File: src/rtl/result_view_ctrl.sv
// result_view_ctrl: replays the sorted array on the LED bus after the sort
// program finishes. Each element is fetched over the shared data-memory
// request/grant port and held until the dwell time expires (auto mode) or
// the step button is pressed (manual mode).
module result_view_ctrl #(
    parameter int DATA_WIDTH   = 32,
    parameter int ADDR_WIDTH   = 32,
    parameter int BASE_ADDR    = 0,
    parameter int WORD_BYTES   = 4,
    parameter int DWELL_CYCLES = 50_000_000
) (
    input  logic                  clk,
    input  logic                  rst,
    input  logic                  start,
    input  logic [DATA_WIDTH-1:0] count,
    input  logic                  autoMode,
    input  logic                  stepBtn,
    output logic                  memReq,
    output logic [ADDR_WIDTH-1:0] memAddr,
    input  logic                  memGrant,
    input  logic [DATA_WIDTH-1:0] memData,
    output logic [DATA_WIDTH-1:0] ledData,
    output logic                  ledValid,
    output logic [15:0]           index,
    output logic                  busy,
    output logic                  done
);

    localparam logic [2:0] S_IDLE = 3'd0;
    localparam logic [2:0] S_REQ  = 3'd1;
    localparam logic [2:0] S_WAIT = 3'd2;
    localparam logic [2:0] S_SHOW = 3'd3;
    localparam logic [2:0] S_DONE = 3'd4;

    localparam logic [ADDR_WIDTH-1:0] BASE       = ADDR_WIDTH'(BASE_ADDR);
    localparam logic [ADDR_WIDTH-1:0] STRIDE     = ADDR_WIDTH'(WORD_BYTES);
    localparam logic [31:0]           DWELL_LOAD = 32'(DWELL_CYCLES - 1);

    logic [2:0]            state;
    logic [15:0]           cnt;
    logic [15:0]           idx;
    logic [31:0]           dwell;
    logic                  step_q;

    logic                  step_edge;
    logic                  advance;
    logic                  last_elem;
    logic [15:0]           count_sat;
    logic [15:0]           idx_next;
    logic [ADDR_WIDTH-1:0] next_addr;

    // Advance decision, saturated count and next fetch address.
    always_comb begin
        step_edge = stepBtn & ~step_q;
        advance   = autoMode ? (dwell == '0) : step_edge;
        idx_next  = idx + 16'd1;
        last_elem = (({1'b0, idx} + 17'd1) == {1'b0, cnt});
        count_sat = (count > DATA_WIDTH'(16'hFFFF)) ? 16'hFFFF : count[15:0];
        next_addr = BASE + ADDR_WIDTH'(idx_next) * STRIDE;
    end

    // Sequencer: fetch, show, advance; step edges outside SHOW are dropped.
    always_ff @(posedge clk) begin
        if (rst) begin
            state    <= S_IDLE;
            cnt      <= '0;
            idx      <= '0;
            dwell    <= '0;
            step_q   <= 1'b0;
            memReq   <= 1'b0;
            memAddr  <= '0;
            ledData  <= '0;
            ledValid <= 1'b0;
            index    <= '0;
        end else begin
            step_q <= stepBtn;
            case (state)
                S_IDLE, S_DONE: begin
                    if (start) begin
                        if (count == '0) begin
                            state <= S_DONE;
                        end else begin
                            cnt     <= count_sat;
                            idx     <= '0;
                            memReq  <= 1'b1;
                            memAddr <= BASE;
                            state   <= S_REQ;
                        end
                    end
                end
                S_REQ: begin
                    if (memGrant) begin
                        memReq <= 1'b0;
                        state  <= S_WAIT;
                    end
                end
                S_WAIT: begin
                    ledData  <= memData;
                    ledValid <= 1'b1;
                    index    <= idx;
                    dwell    <= DWELL_LOAD;
                    state    <= S_SHOW;
                end
                S_SHOW: begin
                    if (advance) begin
                        if (last_elem) begin
                            state <= S_DONE;
                        end else begin
                            idx     <= idx_next;
                            memReq  <= 1'b1;
                            memAddr <= next_addr;
                            state   <= S_REQ;
                        end
                    end else if (autoMode) begin
                        dwell <= dwell - 32'd1;
                    end
                end
                default: state <= S_IDLE;
            endcase
        end
    end

    assign busy = (state == S_REQ) || (state == S_WAIT) || (state == S_SHOW);
    assign done = (state == S_DONE);

endmodule

File: config.mk
export PLATFORM = sky130hd
export DESIGN_NAME = result_view_ctrl
export DESIGN_NICKNAME = d
export VERILOG_FILES = /design/src/rtl/result_view_ctrl.sv
export SDC_FILE = /design/constraint.sdc
export NUM_CORES = 1
export LEC_CHECK = 0
export CAP_MARGIN = 15
export CORE_MARGIN = 2
export CORE_UTILIZATION = 30
export DETAILED_ROUTE_END_ITERATION = 10
export GPL_ROUTABILITY_DRIVEN = 0
export SYNTH_ARGS = -nofsm -noshare
export SYNTH_HDL_FRONTEND = slang
export SYNTH_SLANG_ARGS = --single-unit
export TNS_END_PERCENT = 10
File: constraint.sdc
create_clock -name clk -period 4 [get_ports clk]
set_input_delay 0.6 -clock clk [delete_from_list [all_inputs] [get_ports clk]]
set_output_delay 0.6 -clock clk [all_outputs]
set_load 0.01 [all_outputs]
==> summary.txt <==
Run status
  – Status: complete, no violations

Logic synthesis
  – Post-synthesis sequential area ratio: 42.8%
  – Yosys warns: 0
  – Netlist cell types: 53
  – Post-synthesis compound-gate area fraction: approximately 17%
  – Post-synthesis simple-gate area fraction: 26.3%
  – Post-synth EDFFs: 0
  – Post-Syn Area: 0.00551 mm²
  – Ys async rst share: 0%
  – Largest family of logic cells by synthesized area: simple AND/OR/NAND/NOR gates
  – Main synth FF type: dfxtp_1
  – Register bit total from synthesis: 118
  – Post-Syn Instances: 685
  – Synth Area in XOR/XNOR: 6.99%
  – Synthesized-area fraction occupied by adder cells: 0.454%
  – Post-synthesis mux area share: less than 1%
  – Syn Area/Cell: 8.05 µm²

Worst setup path
  – Endpoint class of the critical path: flop
  – Critical Path Fanout Max: 30
  – R2R setup slack: 0.52 ns
  – CP Data Arrival Time: 3.81 ns
  – WP data required: 4.33 ns
  – CP Class: reg2reg
  – Startpoint types: flop

Global route
  – Largest net degree at the start of global routing: 89
  – Vias in the first global route: 4775
  – Initial antenna violation count: 0
  – GRT Residual Overflow: 0
  – First-pass GRT wire length: 24300 µm
  – Tot GR Track Use: 15.2%

Hold path
  – Worst hold path class: reg2reg

Die
  – I/O pins: 154
  – Full die area: 0.0195 mm²
  – Die Ht: 140 µm
  – Die W: 140 µm
  – Initial Utilization: 30.6%
  – # rows: 49
  – Core Region: 0.0180 mm²

Clock network
  – CTS tree: done
  – Total CTS buffers: 17
  – Maximum root-to-sink buffer count: 2
  – Clock Latency Late Sink: about 0.4 ns
  – Reg clk slew, reported paths: 0.05 ns
  – Clk sinks: 118
  – Root buffer cell: clkbuf_16
  – Postcts setup bufs: 0
  – H-tree depth: 4

Drt
  – Wl on met1: 6740 µm
  – Wirelength per Cell: 14.1 µm
  – DR top layer: met4
  – WL met3: 684 µm
  – Vias per std cell: 4.92
  – Routed Antenna Nets: 0
  – Drt pass-1 iters: 5
  – DR iter-0 viols: between 200 and 250
  – Via count: 5104
  – Total wire length: ~15000 µm
  – # DRC: 0
  – Routed length on met2: 7130 µm

Job
  – Maxcap violations: 0

Placement
  – Hpwl dp: between 10000 and 15000 µm
  – Dpl cells: approximately 1000
  – Port bufs: 137
  – Place WS: approximately 0.55 ns

Power and ir drop
  – P_leak: 2.56 nW
  – Psw: 0.00158 W
  – Pint: 0.00313 W
  – Comb pwr share: 32.2%
  – PD cells: 620 mW/mm²
  – Switching Share: 33.6%
  – VDD IR max: approximately 0.00039 V
  – Sequential power share: between 30% and 40%
  – Clock network power share: 33.5%

STA
  – Fmax: 0.287 GHz
  – Slew @ Worst Pin: 0.990 ns
  – Final hold violation count: 0
  – Slew HR: between 30% and 40%
  – Final Critical Period: 3.48 ns
  – Post-route setup slack: ~0.52 ns
  – Total negative slack: 0 ns
  – Final Cycle Share: 87.0%
  – Unrepaired setup endpoints after global routing: no
  – Setup Viol. Count Final: 0
  – Pins Over Slew Limit: 0
  – Final hold slack: about 0.45 ns
  – Skew final: 0.00854 ns

Layout
  – Post-Layout Cell Count: 1037
  – Antenna diodes: 0
  – Commonest non-fill, non-tap cell in the layout: clkdlybuf4s50_1
  – Area delta synth->final: 37.6%
  – Layout cells sized above 1: 8.42%
  – Most frequent cells in the layout: clkdlybuf4s50_1 (136), nand2_1 (123), dfxtp_1 (118), a21oi_1 (87), nor2_1 (44)
  – Nets: 867
==> cell families (layout without fill, tap and decap cells) <==
group	Yosys count	in the layout
adders and majority gates	2	2
buffers and inverters	76	184
other	1	16
xor gates and xnor gates	44	44
DFF	118	118
muxes	2	2
and+or+nand+nor	297	297
AOI/OAI and AO/OA	145	145
==> layout make-up <==
type,instances,area [µm²]
well taps,229,287
flip-flops and latches,118,2360
clock buffers,21,470
multi-input cells,506,2870
clock inverters,11,148
fillers,1813,10400
repair buffers,144,1420
inverters,8,30.0
==> registers in the layout, indices dropped and copies added (netlist names) <==
| name | cells |
|---|---|
| cnt | 16 |
| dwell | 32 |
| index | 16 |
| ledData | 32 |
| ledValid | 1 |
| memAddr | 16 |
| memReq | 1 |
| state | 3 |
| step_q | 1 |
==> metal layers <==
metal / track usage, % / up-vias
met5: 0 / -
met3: 4.65 / 9
met4: 4.32 / 0
li1: - / 2588
met1: 19.1 / 2387
met2: 25.5 / 120
==> worst paths after layout <==
path | start | to | cells past startpoint
setup reg to reg | memAddr[2] | memAddr[16] | 9
setup / recovery | memAddr[2] | memAddr[16] | 9
hold reg to reg | index[1] | index[1] | 2
hold / removal | index[1] | index[1] | 2
==> timing repair <==
action	4_1_cts	5_1_grt
endpoints found under the setup margin	0	1
hold buffers	0	0
endpoints found under the hold margin	0	0
resized for setup	0	1
==> cell usage after synthesis, types with 2 or more instances <==
cell / number / area share [%]
clkbuf_1: 45 / 3.1
o21a_1: 4 / 0.54
nor3b_1: 4 / 0.54
and4_1: 2 / 0.32
o221a_2: 15 / 3.1
and3_1: 2 / 0.23
a31oi_1: 2 / 0.23
nand2_1: 123 / 8.4
nand3_1: 16 / 1.5
and2_1: 3 / 0.34
o311ai_0: 3 / 0.48
xor2_1: 19 / 3.0
or4_1: 8 / 1.1
or2_2: 3 / 0.34
nand2b_1: 6 / 0.68
inv_1: 7 / 0.48
nand4_1: 12 / 1.4
or4_4: 2 / 0.41
mux2_2: 2 / 0.41
buf_4: 16 / 2.2
dfxtp_1: 118 / 43
nor4_1: 18 / 2.0
nor3_1: 24 / 2.2
buf_2: 3 / 0.27
buf_1: 3 / 0.20
o21ai_0: 11 / 1.0
a21o_1: 5 / 0.68
a21oi_1: 87 / 7.9
ha_1: 2 / 0.45
nor2_1: 45 / 3.1
or3_1: 15 / 1.7
o211ai_1: 6 / 0.82
nand3b_1: 3 / 0.41
nand4b_1: 3 / 0.48
nor2b_1: 3 / 0.34
xnor2_1: 25 / 4.0
a211oi_1: 4 / 0.54
==> metrics by stage <==
stage / util, % / total power (W) / cell area (µm²)
after detailed placement: 38.6 / 0.00316 / 6970
after global placement: 38.6 / 0.00314 / 6970
after global routing: 42.1 / 0.00503 / 7590
after CTS: 42.1 / 0.00477 / 7580
final: 42.1 / 0.00471 / 7590
after floorplan: - / 0.00266 / 5570
==> power by group through the flow <==
| stage | Combinational (W) | Clock (W) | Sequential, W |
|---|---|---|---|
| global route | 0.00170 | 0.00167 | 0.00165 |
| detailed placement | 0.00152 | 0 | 0.00164 |
| CTS | 0.00153 | 0.00162 | 0.00162 |
| finish | 0.00151 | 0.00158 | 0.00162 |
| floorplan | 0.00105 | 0 | 0.00162 |
| global placement | 0.00151 | 0 | 0.00163 |
==> worst max-delay path, cell delays in order, from the launching register on <==
cell	delay (ns)
dfxtp_1	0.45
ha_1	0.29
nand3_1	0.33
or3_1	0.56
mux2_2	0.26
nor4_1	0.04
nand4_1	0.25
nand3_2	0.47
or4_1	0.58
a21oi_1	0.16
No activity file was read; power rests on OpenSTA's default activity.
